File: src/rtl/calc_pkg.sv
// Shared calculator definitions: operator codes and default digit geometry.
package calc_pkg;

  typedef enum logic [1:0] {
    OP_ADD = 2'd0,
    OP_SUB = 2'd1,
    OP_MUL = 2'd2,
    OP_DIV = 2'd3
  } op_code_t;

  localparam int DEFAULT_DIGIT_W    = 4;
  localparam int DEFAULT_NUM_DIGITS = 4;

  function automatic int operand_width(input int digit_w, input int num_digits);
    return digit_w * num_digits;
  endfunction

endpackage

File: src/rtl/operand_bank_if.sv
// Keypad/ALU side bus of the operand bank; master drives commands, slave (the bank) drives state.
interface operand_bank_if
  import calc_pkg::*;
#(
  parameter int DIGIT_W      = DEFAULT_DIGIT_W,
  parameter int NUM_DIGITS   = DEFAULT_NUM_DIGITS,
  parameter int NUM_OPERANDS = 2,
  parameter int OP_W         = 2,
  parameter int HIST_DEPTH   = 4
);
  localparam int W      = operand_width(DIGIT_W, NUM_DIGITS);
  localparam int SEL_W  = $clog2(NUM_OPERANDS);
  localparam int CNT_W  = $clog2(NUM_DIGITS + 1);
  localparam int HCNT_W = $clog2(HIST_DEPTH + 1);

  logic                      clear;
  logic [DIGIT_W-1:0]        digit;
  logic                      digit_valid;
  logic                      backspace;
  logic [SEL_W-1:0]          sel;
  logic [OP_W-1:0]           op_in;
  logic                      op_valid;
  logic [W-1:0]              result;
  logic                      result_valid;
  logic                      hist_recall;
  logic [NUM_OPERANDS*W-1:0] operands;
  logic [OP_W-1:0]           op_out;
  logic [CNT_W-1:0]          digit_cnt;
  logic                      entry_ovf;
  logic [HCNT_W-1:0]         hist_count;

  modport master (
    output clear, digit, digit_valid, backspace, sel, op_in, op_valid,
           result, result_valid, hist_recall,
    input  operands, op_out, digit_cnt, entry_ovf, hist_count
  );

  modport slave (
    input  clear, digit, digit_valid, backspace, sel, op_in, op_valid,
           result, result_valid, hist_recall,
    output operands, op_out, digit_cnt, entry_ovf, hist_count
  );

endinterface

File: src/rtl/result_history.sv
// Ring buffer of past results with a recall pointer that walks from newest to oldest and wraps.
module result_history #(
  parameter int W     = 16,
  parameter int DEPTH = 4
) (
  input  logic                       clk,
  input  logic                       rst,
  input  logic                       clear,
  input  logic                       push,
  input  logic [W-1:0]               push_data,
  input  logic                       pop,
  output logic [W-1:0]               rd_data,
  output logic [$clog2(DEPTH+1)-1:0] count
);
  localparam int PTR_W = $clog2(DEPTH);
  localparam int CNT_W = $clog2(DEPTH + 1);

  logic [W-1:0]     mem [DEPTH];
  logic [PTR_W-1:0] wr_ptr, rd_ptr, newest, oldest;
  logic [CNT_W-1:0] count_q;
  logic             full;

  // Until the buffer first fills, the oldest entry still sits at index 0.
  assign full    = (count_q == CNT_W'(DEPTH));
  assign newest  = wr_ptr - 1'b1;
  assign oldest  = full ? wr_ptr : '0;
  assign rd_data = mem[rd_ptr];
  assign count   = count_q;

  always_ff @(posedge clk or posedge rst) begin
    if (rst) begin
      for (int i = 0; i < DEPTH; i++) mem[i] <= '0;
      wr_ptr  <= '0;
      rd_ptr  <= '0;
      count_q <= '0;
    end else if (clear) begin
      for (int i = 0; i < DEPTH; i++) mem[i] <= '0;
      wr_ptr  <= '0;
      rd_ptr  <= '0;
      count_q <= '0;
    end else if (push) begin
      mem[wr_ptr] <= push_data;
      rd_ptr      <= wr_ptr;
      wr_ptr      <= wr_ptr + 1'b1;
      if (!full) count_q <= count_q + 1'b1;
    end else if (pop) begin
      rd_ptr <= (rd_ptr == oldest) ? newest : rd_ptr - 1'b1;
    end
  end

endmodule

File: src/rtl/operand_bank.sv
// Operand/operator storage between keypad decoder and ALU.
// Optional result history is compiled in with `define CALC_HISTORY_EN.
module operand_bank
  import calc_pkg::*;
#(
  parameter int DIGIT_W      = DEFAULT_DIGIT_W,
  parameter int NUM_DIGITS   = DEFAULT_NUM_DIGITS,
  parameter int NUM_OPERANDS = 2,
  parameter int OP_W         = 2,
  parameter int HIST_DEPTH   = 4
) (
  input  logic          clk,
  input  logic          rst,
  operand_bank_if.slave bus
);
  localparam int W      = operand_width(DIGIT_W, NUM_DIGITS);
  localparam int CNT_W  = $clog2(NUM_DIGITS + 1);
  localparam int HCNT_W = $clog2(HIST_DEPTH + 1);

  logic [W-1:0]              slot_q [NUM_OPERANDS];
  logic [CNT_W-1:0]          cnt_q  [NUM_OPERANDS];
  logic [NUM_OPERANDS-1:0]   fresh_q;
  logic [OP_W-1:0]           op_q;
  logic                      ovf_q;
  logic [NUM_OPERANDS*W-1:0] ops_flat;
  logic                      sel_ok, recall_cmd, recall_fire, push;
  logic [W-1:0]              hist_data;
  logic [HCNT_W-1:0]         hist_cnt;

  assign sel_ok = (32'(bus.sel) < 32'(NUM_OPERANDS));
  assign push   = bus.result_valid & ~bus.clear;

`ifdef CALC_HISTORY_EN
  localparam bit HIST_EN = 1'b1;

  result_history #(.W(W), .DEPTH(HIST_DEPTH)) u_hist (
    .clk       (clk),
    .rst       (rst),
    .clear     (bus.clear),
    .push      (push),
    .push_data (bus.result),
    .pop       (recall_fire),
    .rd_data   (hist_data),
    .count     (hist_cnt)
  );
`else
  localparam bit HIST_EN = 1'b0;

  assign hist_data = '0;
  assign hist_cnt  = '0;
`endif

  // A recall request takes its priority slot even when it turns out to be a no-op.
  assign recall_cmd  = bus.hist_recall & HIST_EN;
  assign recall_fire = recall_cmd & push == 1'b0 & ~bus.clear & sel_ok & (hist_cnt != '0);

  always_ff @(posedge clk or posedge rst) begin
    if (rst) begin
      for (int k = 0; k < NUM_OPERANDS; k++) begin
        slot_q[k] <= '0;
        cnt_q[k]  <= '0;
      end
      fresh_q <= '0;
      op_q    <= '0;
      ovf_q   <= 1'b0;
    end else if (bus.clear) begin
      for (int k = 0; k < NUM_OPERANDS; k++) begin
        slot_q[k] <= '0;
        cnt_q[k]  <= '0;
      end
      fresh_q <= '0;
      op_q    <= '0;
      ovf_q   <= 1'b0;
    end else begin
      if (bus.op_valid) op_q <= bus.op_in;

      if (bus.result_valid) begin
        for (int k = 1; k < NUM_OPERANDS; k++) begin
          slot_q[k] <= '0;
          cnt_q[k]  <= '0;
        end
        slot_q[0]  <= bus.result;
        cnt_q[0]   <= CNT_W'(NUM_DIGITS);
        fresh_q    <= '0;
        fresh_q[0] <= 1'b1;
      end else if (recall_cmd) begin
        if (recall_fire) begin
          slot_q[bus.sel]  <= hist_data;
          cnt_q[bus.sel]   <= CNT_W'(NUM_DIGITS);
          fresh_q[bus.sel] <= 1'b1;
        end
      end else if (bus.backspace) begin
        if (sel_ok && fresh_q[bus.sel]) begin
          slot_q[bus.sel]  <= '0;
          cnt_q[bus.sel]   <= '0;
          fresh_q[bus.sel] <= 1'b0;
        end else if (sel_ok && cnt_q[bus.sel] != '0) begin
          slot_q[bus.sel] <= slot_q[bus.sel] >> DIGIT_W;
          cnt_q[bus.sel]  <= cnt_q[bus.sel] - 1'b1;
        end
      end else if (bus.digit_valid && sel_ok) begin
        // A fresh slot holds a result, so the first new digit starts a new number.
        if (fresh_q[bus.sel]) begin
          slot_q[bus.sel]  <= W'(bus.digit);
          cnt_q[bus.sel]   <= CNT_W'(1);
          fresh_q[bus.sel] <= 1'b0;
        end else if (cnt_q[bus.sel] < CNT_W'(NUM_DIGITS)) begin
          slot_q[bus.sel] <= (slot_q[bus.sel] << DIGIT_W) | W'(bus.digit);
          cnt_q[bus.sel]  <= cnt_q[bus.sel] + 1'b1;
        end else begin
          ovf_q <= 1'b1;
        end
      end
    end
  end

  always_comb begin
    ops_flat = '0;
    for (int k = 0; k < NUM_OPERANDS; k++) ops_flat[k*W +: W] = slot_q[k];
  end

  assign bus.operands   = ops_flat;
  assign bus.op_out     = op_q;
  assign bus.digit_cnt  = sel_ok ? cnt_q[bus.sel] : '0;
  assign bus.entry_ovf  = ovf_q;
  assign bus.hist_count = hist_cnt;

endmodule
File: src/flat_wrapper.sv
// flat-port wrapper written by rule: the top's interface ports become plain ports
module operand_bank_flat import calc_pkg::*;
#(
  parameter int DIGIT_W      = DEFAULT_DIGIT_W,
  parameter int NUM_DIGITS   = DEFAULT_NUM_DIGITS,
  parameter int NUM_OPERANDS = 2,
  parameter int OP_W         = 2,
  parameter int HIST_DEPTH   = 4
)
  (clk, rst, bus_clear, bus_digit, bus_digit_valid, bus_backspace, bus_sel, bus_op_in, bus_op_valid, bus_result, bus_result_valid, bus_hist_recall, bus_operands, bus_op_out, bus_digit_cnt, bus_entry_ovf, bus_hist_count);
  operand_bank_if #(.DIGIT_W(DIGIT_W), .NUM_DIGITS(NUM_DIGITS), .NUM_OPERANDS(NUM_OPERANDS), .OP_W(OP_W), .HIST_DEPTH(HIST_DEPTH)) bus_i ();
  input  logic clk;
  input  logic rst;
  input wire logic [$bits(bus_i.clear)-1:0] bus_clear;
  input wire logic [$bits(bus_i.digit)-1:0] bus_digit;
  input wire logic [$bits(bus_i.digit_valid)-1:0] bus_digit_valid;
  input wire logic [$bits(bus_i.backspace)-1:0] bus_backspace;
  input wire logic [$bits(bus_i.sel)-1:0] bus_sel;
  input wire logic [$bits(bus_i.op_in)-1:0] bus_op_in;
  input wire logic [$bits(bus_i.op_valid)-1:0] bus_op_valid;
  input wire logic [$bits(bus_i.result)-1:0] bus_result;
  input wire logic [$bits(bus_i.result_valid)-1:0] bus_result_valid;
  input wire logic [$bits(bus_i.hist_recall)-1:0] bus_hist_recall;
  output wire logic [$bits(bus_i.operands)-1:0] bus_operands;
  output wire logic [$bits(bus_i.op_out)-1:0] bus_op_out;
  output wire logic [$bits(bus_i.digit_cnt)-1:0] bus_digit_cnt;
  output wire logic [$bits(bus_i.entry_ovf)-1:0] bus_entry_ovf;
  output wire logic [$bits(bus_i.hist_count)-1:0] bus_hist_count;
  assign bus_i.clear = bus_clear;
  assign bus_i.digit = bus_digit;
  assign bus_i.digit_valid = bus_digit_valid;
  assign bus_i.backspace = bus_backspace;
  assign bus_i.sel = bus_sel;
  assign bus_i.op_in = bus_op_in;
  assign bus_i.op_valid = bus_op_valid;
  assign bus_i.result = bus_result;
  assign bus_i.result_valid = bus_result_valid;
  assign bus_i.hist_recall = bus_hist_recall;
  assign bus_operands = bus_i.operands;
  assign bus_op_out = bus_i.op_out;
  assign bus_digit_cnt = bus_i.digit_cnt;
  assign bus_entry_ovf = bus_i.entry_ovf;
  assign bus_hist_count = bus_i.hist_count;
  operand_bank #(.DIGIT_W(DIGIT_W), .NUM_DIGITS(NUM_DIGITS), .NUM_OPERANDS(NUM_OPERANDS), .OP_W(OP_W), .HIST_DEPTH(HIST_DEPTH)) u_core (.clk(clk), .rst(rst), .bus(bus_i));
endmodule
File: config.mk
export PLATFORM = sky130hd
export DESIGN_NAME = operand_bank_flat
export DESIGN_NICKNAME = d
export VERILOG_FILES = /design/src/rtl/calc_pkg.sv /design/src/rtl/operand_bank_if.sv /design/src/rtl/result_history.sv /design/src/rtl/operand_bank.sv /design/src/flat_wrapper.sv
export SDC_FILE = /design/constraint.sdc
export NUM_CORES = 1
export LEC_CHECK = 0
export CAP_MARGIN = 10
export CORE_MARGIN = 10
export CORE_UTILIZATION = 40
export CTS_CLUSTER_SIZE = 24
export DETAILED_ROUTE_END_ITERATION = 8
export PLACE_DENSITY = 0.7
export SYNTH_ARGS = -nofsm -noshare
export SYNTH_HDL_FRONTEND = slang
export SYNTH_SLANG_ARGS = --single-unit
File: constraint.sdc
create_clock -name clk -period 2.2 [get_ports clk]
set_clock_uncertainty 0.15 [all_clocks]
set_input_delay 0.22 -clock clk [delete_from_list [all_inputs] [get_ports clk]]
set_output_delay 0.22 -clock clk [all_outputs]
set_load 0.05 [all_outputs]
# --- Word level (Yosys, flattened, before mapping) ---
# Cells that the tools add are included.
totals:
  reg_bits: 43
  input_bits: 31
  out_inout_bits: 41
  elab_cells: 87
op_classes:
  add_sub_neg: 2
  magnitude_cmp: 5
  n_eq_ne: 5
  mux: 48
  bitwise_logic: 11
  reduce_logical: 9
op_table:
  columns: ["operator", "n"]
  rows:
  - ["32-bit two-way mux", 8]
  - ["32-bit bitwise mux", 3]
  - ["16-bit two-way mux", 4]
  - ["6-bit two-way mux", 8]
  - ["32-bit AND", 1]
  - ["32-bit inverter", 1]
  - ["16-bit demux with 1-bit select", 1]
  - ["16-bit by 4-bit bitwise OR with 16-bit output", 1]
  - ["2-bit two-way mux", 7]
  - ["6-bit bitwise mux", 2]
  - ["3-bit two-way mux", 4]
  - ["1-bit two-way mux", 9]
  - ["2-bit inequality test (second input constant)", 4]
  - ["6-bit AND", 1]
  - ["6-bit inverter", 1]
  - ["5-bit by 2-bit inequality test with 1-bit output (second input constant)", 1]
  - ["5-bit AND reduction", 1]
  - ["5-bit nonzero test", 1]
  - ["4-bit AND", 1]
  - ["4-bit inverter", 1]
  - ["2-bit nonzero test", 2]
  - ["4-bit nonzero test", 1]
  - ["3-bit by 1-bit adder with 3-bit output (second input constant)", 1]
  - ["3-bit demux with 1-bit select", 1]
  - ["14 further kinds", 15]

# --- Longest topological paths before layout ---
depth:
  word_depth: 12
  ltp_mapped: 12

# --- Worst setup path after synthesis ---
# Ideal clock, no wire load.
synth_path:
  kind: "input to register"
  startpoint: "in bus_sel"
  endpoint: "reg u_core.slot_q (netlist bit u_core.bus.operands[17])"
  setup_ns: 0.125
  t_arrival_ns: 2.542
  setup_slack_ns: -0.616
  stages: 12
  cell_sequence: "buf_2 > buf_2 > buf_1 > nand2_1 > a21boi_0 > ha_1 > nor2b_1 > a21boi_2 > a21oi_2 > o21ai_1 > buf_2 > mux2_2"
synth_between:
  elab_chain_len: 12
  word_cells_on_any_way: 32
  classes_between: "order compare: 3; eq/ne: 1; mux: 21; bitwise: 3; reduce/logical: 4"
synth_lines:
  columns: ["element", "line_no", "source"]
  rows:
  - ["start: declaration", "flat_wrapper.sv:18", "input wire logic [$bits(bus_i.sel)-1:0] bus_sel;"]
  - ["1-bit inverter with 2-bit output", null, null]
  - ["2-bit greater-or-equal comparator (not written as such) or 2-bit by 1-bit less-than comparator with 1-bit output (tied branches)", null, null]
  - ["1-bit logical AND (not written as such)", null, null]
  - ["16-bit two-way mux (not written as such)", null, null]
  - ["16-bit demux with 1-bit select", null, null]
  - ["32-bit bitwise mux", "operand_bank.sv:108", "slot_q[bus.sel] <= (slot_q[bus.sel] << DIGIT_W) | W'(bus.digit);"]
  - ["32-bit two-way mux", "operand_bank.sv:107", "end else if (cnt_q[bus.sel] < CNT_W'(NUM_DIGITS)) begin"]
  - ["32-bit two-way mux", "operand_bank.sv:103", "if (fresh_q[bus.sel]) begin"]
  - ["32-bit two-way mux", "operand_bank.sv:101", "end else if (bus.digit_valid && sel_ok) begin"]
  - ["32-bit two-way mux", "operand_bank.sv:92", "end else if (bus.backspace) begin"]
  - ["32-bit two-way mux", "operand_bank.sv:77", "if (bus.result_valid) begin"]
  - ["32-bit two-way mux", "operand_bank.sv:66", "end else if (bus.clear) begin"]
  - ["end signal: indexed assignment", "operand_bank.sv:98", "slot_q[bus.sel] <= slot_q[bus.sel] >> DIGIT_W;"]
  - ["end signal: indexed assignment", "operand_bank.sv:104", "slot_q[bus.sel] <= W'(bus.digit);"]
  - ["end signal: indexed assignment", "operand_bank.sv:108", null]
  - ["end: declaration", "operand_bank.sv:20", "logic [W-1:0] slot_q [NUM_OPERANDS];"]
# Several ways; a longest one is shown, not always the timed one. The select of a mux whose other input is x is not followed.
# A chain may end at the register's enable or synchronous reset.

# --- Worst setup path after layout ---
layout_path:
  startpoint: "reg u_core.cnt_q[0] (netlist bit)"
  endpoint: "reg u_core.cnt_q[5] (netlist bit)"
layout_between:
  elab_chain_len: 11
  word_cells_on_any_way: 20
  classes_between: "add/sub: 2; order compare: 1; eq/ne: 1; mux: 13; reduce/logical: 3"
layout_lines:
  columns: ["element", "line_no", "source"]
  rows:
  - ["start: declaration", "operand_bank.sv:21", "logic [CNT_W-1:0] cnt_q [NUM_OPERANDS];"]
  - ["start signal: indexed assignment", "operand_bank.sv:89", "cnt_q[bus.sel] <= CNT_W'(NUM_DIGITS);"]
  - ["start signal: indexed assignment", "operand_bank.sv:99", "cnt_q[bus.sel] <= cnt_q[bus.sel] - 1'b1;"]
  - ["start signal: indexed assignment", "operand_bank.sv:109", "cnt_q[bus.sel] <= cnt_q[bus.sel] + 1'b1;"]
  - ["3-bit two-way mux (not written as such) * (3 in a row)", null, null]
  - ["3-bit by 1-bit adder with 3-bit output", "operand_bank.sv:109", null]
  - ["6-bit bitwise mux", "operand_bank.sv:109", null]
  - ["6-bit two-way mux", "operand_bank.sv:107", null]
  - ["6-bit two-way mux", "operand_bank.sv:103", null]
  - ["6-bit two-way mux", "operand_bank.sv:101", null]
  - ["6-bit two-way mux", "operand_bank.sv:92", null]
  - ["6-bit two-way mux", "operand_bank.sv:77", null]
  - ["6-bit two-way mux", "operand_bank.sv:66", null]
# Mark *: on every way between the ends. The rest lies on a longest branch, timed or not. The select of a mux whose other input is x is not followed.

==> impl_metrics.toml <==
[critical_path]
r2r_start = "u_core.cnt_q[0]"
cpLargestDelayFamily = "compound AO/OA/AOI/OAI gates"
cp_slowest_stage_delay_ps = 470
crit_path_frequent_cell = "a21boi_4"
startpoint_type = "register"
cp_max_fo = 4
critPathKind = "register to register"
rr_worst_depth = 9
path_cells = "nand2_1, a21boi_4, ha_2, nand4bb_1, a21boi_4, a21oi_4, buf_6, or4_1, a31oi_1"
cp_num_buf_inv = 1
cp-end-kind = "register"
timing.critical_path.arrival_ps = 2280
r2r_end = "u_core.cnt_q[5]"
critPathSlowestCell = "or4_1"
required_ps = 2260
r2r_slack_ps = -20

[detailed_routing]
drt_iter0_markers = 145
routed_wl_mm = 8.33
drc = 0
vias_per_cell = 5.70
postRouteAntennaNets = 0
avgRoutedWirePerCell_um = 17.5
num_vias = 2708
first_pass_iters = 5

[power_and_ir_drop]
p_sw_share_pct = 30.5
power.internal_mw = 1.53
leakagePower_nw = 1.64
peakVddDrop_mv = 0.244
p_sw_uw = 672
power_mw = 2.20
power_frac_seq_pct = 39.4
power_density_nw_per_um2 = 561
power_frac_clock_pct = 33.4
power_frac_comb_pct = 27.2

[layout]
fillers = 581
drive_above_1_share_pct = 18.5
regArea_um2 = 1080
syn2layout_area_growth_pct = 43.9
multi_input_area_um2 = 1530
fin_cells = 475
fin_nets = 430
utilization_pct = 58.5
antenna_cells = 0

[timing]
rsz0062_at_grt = "yes"
post-route-period-util_pct = 101
slew_headroom_pct = 50.7
setup_violations = 1
hold_viol_final = 0
maxSlewViolCount = 0
fin_crit_ps = 2220
fin_tns_setup_ps = -23.5
fmax_mhz = 450
setup_slack_ps = -23.5
worstMarginPinSlew_ps = 738

[global_routing]
antenna_found_initial = 0
grt_usage_pct = 15.3
grt_overflow = 0
grt_pass1_vias = 2671
grt_max_degree = 63
grt_pass1_wl_mm = 13.2

[logic_synthesis]
synth_top_area_share_pct = 39.4
synthDistinctLibCells = 45
yosysTopAreaCell = "dfrtp_1"
synth_cells = 311
yosys_warnings = 0
syn_area_um2 = 2730
synth.area.top_cells = "dfrtp_1 39%, a21oi_1 6.6%, nand2_1 4.9%, a22oi_1 4.7%, mux2_2 3.7%"
syn_area_per_cell_um2 = 8.78
seq_area_frac_synth_pct = 39.4
ys_seq_elements = 43

[cts]
htree_levels = 2
clock-sinks = 43
clk_pin_slew_ps = 90
worst_skew_pair.late_latency_ps = 300
clock_path_buffers = 2
cts_root_buf = "clkbuf_8"
cts_tree = "built"
numCtsBuffers = 5

[die]
rows = 30
die_x_um = 103
die_h_um = 103
core_area_um2 = 6720
ioPinCount = 72
die_area_um2 = 10500
initial_core_util_pct = 40.6

[place]
gp_congestion = 0.835
pre_cts_slack_ps = -471
hpwlAfterDp_mm = 5.79
io_buffers = 67
dp.cells = 463

[run_status]
violations = "negative setup slack"
status = "finished with violations"

[job]
maxCapViolCount = 0

[hold_path]
hp-class = "input port to async pin"
==> area by class of cell <==
| class | count | share of cell area, % |
|---|---|---|
| Inverter | 11 | 1.05 |
| Clock buffer | 6 | 1.85 |
| Multi-Input combinational cell | 229 | 39.1 |
| Sequential cell | 43 | 27.4 |
| Clock inverter | 2 | 1.53 |
| Timing Repair Buffer | 104 | 26.6 |
| Tap cell | 80 | 2.55 |
==> per-layer routing <==
layer  vias up  track usage, %  routed length, µm
met3         7            4.96                713
met4         0            3.25                 43
li1       1293               -                  -
met5         -               0                  0
met2        87            24.1               4010
met1      1321            20.0               3560
==> what timing repair did <==
item                                    4_1_cts  5_1_grt
pin swaps                                     0        2
resized for setup                             2       15
cloned                                        0        1
endpoints found under the setup margin       34       16
setup buffers                                 0        3
hold buffers                                  0        0
==> worst max-delay path by stage <==
stage                    startpoint                       to  slack [ps]  cells after the start
detailed placement          bus_sel  u_core.bus.operands[16]        -470                     11
CTS                 u_core.cnt_q[0]          u_core.cnt_q[5]           9                      9
floorplan                   bus_sel          u_core.cnt_q[5]         -70                     11
global placement            bus_sel          u_core.cnt_q[4]        -390                      8
global route        u_core.cnt_q[0]          u_core.cnt_q[5]        -110                      9
finish              u_core.cnt_q[0]          u_core.cnt_q[5]         -20                      9
==> power groups by stage <==
| stage | Clock (mW) | Sequential, mW | Combinational, mW |
|---|---|---|---|
| floorplan | 0 | 0.977 | 0.252 |
| global placement | 0 | 0.883 | 0.569 |
| detailed placement | 0 | 0.884 | 0.577 |
| CTS | 0.753 | 0.869 | 0.580 |
| global route | 0.787 | 0.874 | 0.642 |
| finish | 0.736 | 0.869 | 0.599 |
==> kinds of logic after synthesis <==
| logic type | synth area share (%) |
|---|---|
| AOI/OAI and AO/OA | 29.0 |
| and+or+nand+nor | 15.2 |
| DFF | 39.4 |
| buffers and inverters | 6.69 |
| muxes | 6.65 |
| adders and majority gates | 2.29 |
| xor gates and xnor gates | 0.642 |
| other | 0.137 |
==> worst reg2reg max path: cells and delay by family, from the launching register on <==
kind / cells / cell delay [ps]
AO/OA/AOI/OAI: 4 / 660
AND/OR/NAND/NOR: 3 / 640
flip-flops: 1 / 350
adder cells (fa/ha/maj): 1 / 200
buffers and inverters: 1 / 140
==> state kept, by name, indices dropped and copies added, names as in the netlist <==
name / cells
u_core.bus.op_out: 2
u_core.bus.operands: 32
u_core.bus.entry_ovf: 1
u_core.cnt_q: 6
u_core.fresh_q: 2
==> cell usage after synthesis (all sizes together) <==
cell type	instances
a211oi	12
a21boi	2
a21oi	37
a221o	3
a221oi	1
a22o	10
a22oi	17
a311oi	1
a31o	2
a31oi	3
a32o	3
and2	2
and3	1
and4	3
buf	12
clkbuf	18
clkinv	1
conb	1
dfrtp	43
ha	5
inv	10
mux2	9
mux2i	8
nand2	36
nand2b	1
nand3b	8
nand4bb	1
nor2	22
nor2b	4
nor3	3
nor4	1
o21a	1
o21ai	21
o22ai	3
o41ai	1
or2	1
or4	2
xnor2	2
==> cells in the final DEF, fill, tap and decap left out, types with 2 or more instances in the layout <==
cell type,instances
a211oi_1,12
a21boi_4,2
a21oi_1,35
a221o_1,3
a22o_1,10
a22oi_1,17
a31o_2,2
a31oi_1,3
a32o_1,3
and2_1,2
and4_1,3
buf_12,8
buf_2,2
buf_4,28
buf_6,3
bufinv_16,2
clkbuf_8,5
clkdlybuf4s50_1,62
clkinv_1,2
conb_1,3
dfrtp_1,43
ha_1,4
inv_1,7
inv_2,2
mux2_2,9
mux2i_1,7
nand2_1,36
nand3b_1,8
nor2_1,21
nor2b_1,4
nor3_1,3
o21ai_0,11
o21ai_1,9
o22ai_1,3
xnor2_1,2
==> through the flow <==
stage	cell area (µm²)	hold slack (ps)
after CTS	3870	113
after global placement	3730	345
after floorplan	2810	187
after detailed placement	3730	361
final	3930	104
after global routing	3930	166
(Power assumes the default switching activity.)
